File: src/rtl/axi_rd_arb.sv
`default_nettype none
// ============================================================================
// axi_rd_arb : round-robin arbiter sharing one AXI read channel, one burst at a time
// Revision   : 1.0 - initial release
// ============================================================================
module axi_rd_arb #(
  parameter int nreq = 4,
  parameter int aw   = 64,
  parameter int dw   = 64,
  localparam int iw  = $clog2(nreq)
) (
  input  logic                     clk,
  input  logic                     rst,
  input  logic [nreq-1:0]          s_arvalid,
  output logic [nreq-1:0]          s_arready,
  input  logic [nreq-1:0][aw-1:0]  s_araddr,
  input  logic [nreq-1:0][7:0]     s_arlen,
  input  logic [nreq-1:0][2:0]     s_arsize,
  input  logic [nreq-1:0][1:0]     s_arburst,
  output logic [nreq-1:0]          s_rvalid,
  input  logic [nreq-1:0]          s_rready,
  output logic [dw-1:0]            s_rdata,
  output logic [1:0]               s_rresp,
  output logic                     s_rlast,
  output logic [aw-1:0]            m_axi_araddr,
  output logic [7:0]               m_axi_arlen,
  output logic [2:0]               m_axi_arsize,
  output logic [1:0]               m_axi_arburst,
  output logic                     m_axi_arvalid,
  input  logic                     m_axi_arready,
  input  logic [dw-1:0]            m_axi_rdata,
  input  logic [1:0]               m_axi_rresp,
  input  logic                     m_axi_rlast,
  input  logic                     m_axi_rvalid,
  output logic                     m_axi_rready,
  output logic                     busy,
  output logic [iw-1:0]            gnt,
  output logic                     err
);

  localparam int iwp = iw + 1;

  typedef enum logic [1:0] {
    IDLE = 2'd0,
    ADDR = 2'd1,
    DATA = 2'd2
  } state_t;

  state_t           state;
  logic [iw-1:0]    ptr;
  logic [8:0]       cnt;
  logic [7:0]       len;
  logic [iw-1:0]    pick;
  logic [2*nreq-1:0] rot;
  logic [iw:0]      sum;
  logic             ar_hs;
  logic             r_hs;

  // Rotate the request vector so bit 0 is the requester at ptr; the lowest
  // set bit is then the round-robin winner, offset back by ptr modulo nreq.
  always_comb begin
    rot = {s_arvalid, s_arvalid} >> ptr;
    sum = '0;
    for (int i = nreq - 1; i >= 0; i--) begin
      if (rot[i]) sum = {1'b0, ptr} + iwp'(i);
    end
    pick = (sum >= iwp'(nreq)) ? iw'(sum - iwp'(nreq)) : iw'(sum);
  end

  assign ar_hs = (state == ADDR) && s_arvalid[gnt] && m_axi_arready;
  assign r_hs  = (state == DATA) && m_axi_rvalid && s_rready[gnt];

  always_comb begin
    s_arready     = '0;
    s_rvalid      = '0;
    m_axi_arvalid = 1'b0;
    m_axi_rready  = 1'b0;
    if (state == ADDR) begin
      m_axi_arvalid  = s_arvalid[gnt];
      s_arready[gnt] = m_axi_arready;
    end
    if (state == DATA) begin
      s_rvalid[gnt] = m_axi_rvalid;
      m_axi_rready  = s_rready[gnt];
    end
  end

  assign m_axi_araddr  = s_araddr[gnt];
  assign m_axi_arlen   = s_arlen[gnt];
  assign m_axi_arsize  = s_arsize[gnt];
  assign m_axi_arburst = s_arburst[gnt];

  assign s_rdata = m_axi_rdata;
  assign s_rresp = m_axi_rresp;
  assign s_rlast = m_axi_rlast;

  assign busy = (state != IDLE);

  always_ff @(posedge clk or negedge rst) begin
    if (!rst) begin
      state <= IDLE;
      gnt   <= '0;
      ptr   <= '0;
      cnt   <= '0;
      len   <= '0;
      err   <= 1'b0;
    end else begin
      case (state)
        IDLE: begin
          if (|s_arvalid) begin
            gnt   <= pick;
            state <= ADDR;
          end
        end
        ADDR: begin
          if (ar_hs) begin
            len   <= s_arlen[gnt];
            cnt   <= '0;
            state <= DATA;
          end
        end
        DATA: begin
          if (r_hs) begin
            cnt <= cnt + 9'd1;
            // rlast must coincide exactly with the (len+1)-th beat
            if (m_axi_rlast != (cnt == {1'b0, len})) err <= 1'b1;
            if (m_axi_rlast) begin
              ptr   <= (gnt == iw'(nreq - 1)) ? '0 : gnt + iw'(1);
              state <= IDLE;
            end
          end
        end
        default: state <= IDLE;
      endcase
    end
  end

endmodule
`default_nettype wire
File: config.mk
export PLATFORM = sky130hd
export DESIGN_NAME = axi_rd_arb
export DESIGN_NICKNAME = d
export VERILOG_FILES = /design/src/rtl/axi_rd_arb.sv
export SDC_FILE = /design/constraint.sdc
export NUM_CORES = 1
export LEC_CHECK = 0
export CORE_AREA = 2 2 209 211
export DETAILED_ROUTE_END_ITERATION = 8
export DIE_AREA = 0 0 211 213
export GPL_ROUTABILITY_DRIVEN = 0
export SLEW_MARGIN = 20
export SYNTH_ARGS = -nofsm -noshare
export SYNTH_HDL_FRONTEND = slang
export SYNTH_SLANG_ARGS = --single-unit
File: constraint.sdc
create_clock -name clk -period 2.6 [get_ports clk]
set_clock_uncertainty 0.15 [all_clocks]
set_input_delay 0.52 -clock clk [delete_from_list [all_inputs] [get_ports clk]]
set_output_delay 0.52 -clock clk [all_outputs]
set_load 0.1 [all_outputs]
## Yosys cells after proc, flatten, opt, wreduce, memory -nomap -nowiden

Cells that the tools add are included.

| storage, ports and cells | value |
|---|---|
| word-level logic and storage cells | 74 |
| flip-flop bits (word level) | 24 |

| operators by class | value |
|---|---|
| order comparisons | 3 |
| $add $sub $neg | 6 |
| shift operators | 1 |
| multiplexer cells | 32 |
| reduce and logical (&&, ||, !) cells | 15 |
| equality and inequality tests | 9 |
| bitwise operators | 2 |

Operator list:

| cell | count |
|---|---|
| 64-bit binary-select mux with 2-bit select | 1 |
| 64-bit 2-to-1 mux | 1 |
| 9-bit 2-to-1 mux | 2 |
| 9-bit one-hot mux with 2 select lines | 1 |
| 8-bit binary-select mux with 2-bit select | 1 |
| 3-bit 2-to-1 mux | 5 |
| 2-bit 2-to-1 mux | 7 |
| 9-bit by 1-bit adder with 9-bit output, second input constant | 1 |
| 9-bit by 8-bit == test with 1-bit output | 1 |
| 3-bit AND reduction | 3 |
| 4-bit AND | 2 |
| 4-bit 2-to-1 mux | 2 |
| 8-bit 2-to-1 mux | 1 |
| 2-bit inequality test, second input constant | 4 |
| 8-bit by 2-bit >> shifter with 4-bit output | 1 |
| 2-bit by 2-bit adder with 3-bit output, second input constant | 2 |
| 3-bit binary-select mux with 2-bit select | 1 |
| 2-bit one-hot mux with 3 select lines | 1 |
| 1-bit logical AND | 5 |
| 1-bit 2-to-1 mux | 5 |
| 1-bit binary-select mux with 2-bit select | 2 |
| 2-bit binary-select mux with 2-bit select | 1 |
| 2-bit == test, second input constant | 2 |
| 2-bit AND reduction | 2 |
| 13 further kinds | 14 |

## Longest topological paths before layout

| depth | value |
|---|---|
| word-level depth | 7 |
| depth in mapped cells | 7 |

## Least setup slack after synthesis

No wires, ideal clock.

| timing path | value |
|---|---|
| kind | reg2out |
| start | reg gnt[1] |
| end | out m_axi_arvalid |
| data required time | 1930 ps |
| path buffers | 1 |
| stages on the path, launching flop included | 4 |
| arrival time | 2859 ps |
| slack | -929 ps |
| cells stage by stage | dfrtp_1 > clkbuf_1 > mux4_2 > nor2b_1 |

| between the ends | value |
|---|---|
| cells in the longest elaborated chain, start to end | 3 |

RTL lines:

| element | line | source |
|---|---|---|
| start, declared | 37 | `output logic [iw-1:0] gnt,` |
| start signal, assigned | 111 | `gnt <= pick;` |
| 1-bit binary-select mux with 2-bit select | 79 | `m_axi_arvalid = s_arvalid[gnt];` |
| 1-bit 2-to-1 mux (implied by the code) | 79 |  |
| 1-bit 2-to-1 mux | 78 | `if (state == ADDR) begin` |
| end, declared | 29 | `output logic m_axi_arvalid,` |

Every way passes these cells. The select of a mux whose other input is x is not followed.

## Worst setup path in the final report

| timing path | value |
|---|---|
| start | in s_arvalid[1] |
| end | out m_axi_arvalid |

| between the ends | value |
|---|---|
| cells in the longest elaborated chain, start to end | 3 |

RTL lines:

| element | line | source |
|---|---|---|
| start, declared | 14 | `input logic [nreq-1:0] s_arvalid,` |
| 1-bit binary-select mux with 2-bit select | 79 |  |
| 1-bit 2-to-1 mux (implied by the code) | 79 |  |
| 1-bit 2-to-1 mux | 78 |  |

Every way passes these cells. The select of a mux whose other input is x is not followed.

==> summary.txt <==
Outcome
  – Outcome: complete, but fails checks
  – Failing checks: setup timing

Global route
  – Vias in the first global route: 4512
  – Global-route wire length before repair: 32.31 mm
  – Grt ovf: 0
  – Initial antenna violation count: 3
  – Gr usage total: 10.06%
  – Largest net degree at the start of global routing: 49

Setup path
  – Buf/Inv on CP: 2
  – Critical Path Sink Type: output pin
  – RR Endpoint: len[4]
  – WS Path Type: in2out
  – CP max stage delay: 560 ps
  – Slowest CP cell: mux4_2
  – Worst Path Required: 1930 ps
  – CP cell instances: clkdlybuf4s50_1 > mux4_2 > nor2b_2 > buf_12
  – Arrival @ worst endpoint: 1940 ps
  – Reg-to-Reg Start: gnt[0]
  – Largest delay share family, worst path: buffers and inverters
  – Reg2reg path depth: 6
  – Setup crit end: m_axi_arvalid
  – Worst Setup Start Kind: input pin
  – Cell count along the critical path: 4
  – Worst Setup SP: s_arvalid[1]
  – Worst-path fanout max: 2
  – Worst R2R Setup Slack: 440 ps

Pwr
  – Sw Pwr: 6.293 mW
  – Clk pwr share: 4.0%
  – Peak supply drop: 576.4 µV
  – Sw Ratio: 57.55%
  – Power Density: 1183 mW/mm²
  – Leak pwr: 3.467 nW
  – Combinational Power Share: 90.4%
  – Tot Pwr: 10.93 mW
  – Internal Power: 4.642 mW
  – Reg power frac: 5.6%

Layout
  – Synthesis-to-finish area growth: 149.1%
  – Area of the multi-input gates: 0.002504 mm²
  – FF+latch area: 608.1 µm²
  – # fillers: 4509
  – Finished Cell Area: 0.009244 mm²
  – Final nets: 1063
  – Share of cells above drive strength 1: 32.54%

Synthesis
  – Fraction of registers with async set/reset: 100.0%
  – Most used DFF post-synth: dfrtp_1
  – Post-Syn Instances: 313
  – YS warnings: 0
  – Seq cells post-synth: 24
  – Netlist cell types: 37
  – Syn_area_per_cell: 11.86 µm²
  – Syn nets: 705
  – Post-synthesis sequential area ratio: 16.18%
  – Yosys top cell area share: 47.94%
  – Post-Syn Area: 0.003711 mm²
  – Yosys top cell by area: mux4_2
  – Synth area leaders: mux4_2 48%, dfrtp_1 16%, buf_4 14%, nand2_1 3.5%, xor2_1 2.8%
  – Post-synth EDFFs: 0

Routing
  – First-pass DRT Iterations: 4
  – Antenna-violating nets left: 0
  – Avg WL per Cell: 19.76 µm
  – WL met3: 1.680 mm
  – Final wirelength: 24.05 mm
  – First DRT Iteration DRCs: 211
  – Max Used Layer: met4
  – Vias/cell: 3.506
  – Vias: 4267
  – Met2 wire length: 12.14 mm
  – Post-route DRC: 0
  – DRT met1 WL: 9.280 mm

Placement
  – # port buffers: 412
  – DP Worst Slack: 1.110 ps
  – DP Wirelength: 21.94 mm
  – DP Area: 0.009062 mm²

STA
  – Final setup violation count: 1
  – Worst slew pin tran: 576.2 ps
  – RSZ-0062 raised after global routing: no
  – Period minus WS final: 2610 ps
  – Slew HR: 61.46%
  – Fin. Hold Viols: 0
  – Fmax: 383.2 MHz
  – Final Max Slew Viols: 0
  – Tcrit/Tclk final: 100.4%
  – Post-route setup slack: -9.639 ps

Die
  – Die footprint: 0.04494 mm²
  – Die width: 211 µm
  – Core area: 0.04270 mm²
  – Row count: 76
  – Io pins: 545
  – Starting Density: 8.692%
  – Die H: 213 µm

CTS
  – H-tree depth: 1
  – CTS tree: yes
  – Reg clk slew, reported paths: 70 ps
  – Clk_lat worst skew: 260 ps
  – CTS Sinks: 24
  – Clock buffer depth: 2
  – Num CTS Buffers: 3
  – Hold-fix buffers at CTS: 0
  – Clk Tree Root Cell: clkbuf_16

Min path
  – Hold Crit Class: reg2reg
  – Hold depth: 1

Run
  – Max-cap violations: 0
-- power by group through the flow --
stage / logic, mW / registers, mW / clock network (mW)
6_report: 9.88 / 0.615 / 0.440
5_1_grt: 10.2 / 0.641 / 0.458
4_1_cts: 9.97 / 0.631 / 0.444
3_5_place_dp: 9.86 / 0.638 / 0
3_3_place_gp: 9.84 / 0.639 / 0
2_1_floorplan: 6.41 / 0.716 / 0
-- metrics by stage --
step           setup TNS, ps  cells  hold WS (ps)  util [%]
3_3_place_gp               0   1203         312.1     21.23
4_1_cts                    0   1215         328.3     21.63
5_1_grt                    0   1216         355.2     21.64
2_1_floorplan         -279.2    313         74.41         -
6_report              -9.639   1217         319.6     21.65
3_5_place_dp               0   1203         313.1     21.23
-- layout make-up --
| cell class | count | area share [%] |
|---|---|---|
| tap | 546 | 7.390 |
| clock inverter | 1 | 0.3249 |
| clock buffer | 3 | 0.8121 |
| inverter | 4 | 0.1624 |
| antenna | 1 | 0.02707 |
| multi-input combinational | 196 | 27.08 |
| sequential | 24 | 6.578 |
| timing repair buffer | 442 | 57.62 |
-- cell usage in the layout (no fill, tap or decap), types with 2 or more instances in the layout --
cell             synthesis  routed
clkdlybuf4s50_1          0     319
a21o_1                   2       2
inv_1                    4       4
dfrtp_1                 24      22
ha_1                     5       5
o31ai_1                  3       3
nor2b_1                  3       2
nor2_1                   8       8
xor2_1                  12      12
buf_12                   0      95
clkbuf_16                0       3
a21oi_1                  2       2
and3b_1                  2       2
mux4_2                  79      79
o22ai_1                  3       3
and2_2                   0       7
buf_4                   67      26
o21ai_0                  4       4
nand3_1                  5       5
nor4_1                   2       2
nand4_1                  5       5
and2_1                  11       4
dfrtp_4                  0       2
and4_1                   2       2
nand2_1                 35      35
-- logic make-up (layout without fill, tap and decap cells) --
| family | Yosys count | count (layout) | synth area share (%) |
|---|---|---|---|
| and+or+nand+nor | 79 | 79 | 10.69 |
| DFF | 24 | 24 | 16.18 |
| AOI/OAI and AO/OA | 19 | 19 | 3.439 |
| buffers and inverters | 93 | 450 | 16.66 |
| xor gates and xnor gates | 12 | 12 | 2.832 |
| other | 0 | 1 | 0 |
| adders and majority gates | 5 | 5 | 1.686 |
| muxes | 81 | 81 | 48.52 |
-- registers in the layout, summed over array words and instances, names as in the netlist --
register  flops
ptr           2
state         2
len           8
gnt           2
err           1
cnt           9
-- synth_stat cells (2+ instances only) --
| library cell | instances |
|---|---|
| o21ai_0 | 4 |
| dfrtp_1 | 24 |
| nor2_1 | 8 |
| xor2_1 | 12 |
| and2_1 | 11 |
| buf_2 | 8 |
| clkbuf_1 | 12 |
| a21o_1 | 2 |
| mux4_2 | 79 |
| a21oi_1 | 2 |
| nand3_1 | 5 |
| o22ai_1 | 3 |
| nand4_1 | 5 |
| and3b_1 | 2 |
| buf_4 | 67 |
| ha_1 | 5 |
| o31ai_1 | 3 |
| nand2_1 | 35 |
| inv_1 | 4 |
| nor2b_1 | 3 |
| nor4_1 | 2 |
| and4_1 | 2 |
-- repair_timing --
item | CTS | global route
hold endpoints to repair | 0 | 0
resized for setup | 2 | 0
buffers inserted | 8 | 1
pin swaps | 0 | 0
setup endpoints to repair | 28 | 16
gates cloned | 0 | 0
-- how the worst min path moves through the flow --
| stage | start | endpoint |
|---|---|---|
| floorplan | rst | cnt[0] |
| global placement | err | err |
| detailed placement | err | err |
| CTS | err | err |
| global route | err | err |
| finish | err | err |
-- layer usage --
metal	track usage [%]	vias up
met5	0	-
met4	3.885	0
met3	2.486	28
met2	17.13	259
met1	12.21	2116
li1	-	1864
Power figures use the tool's default switching activity.
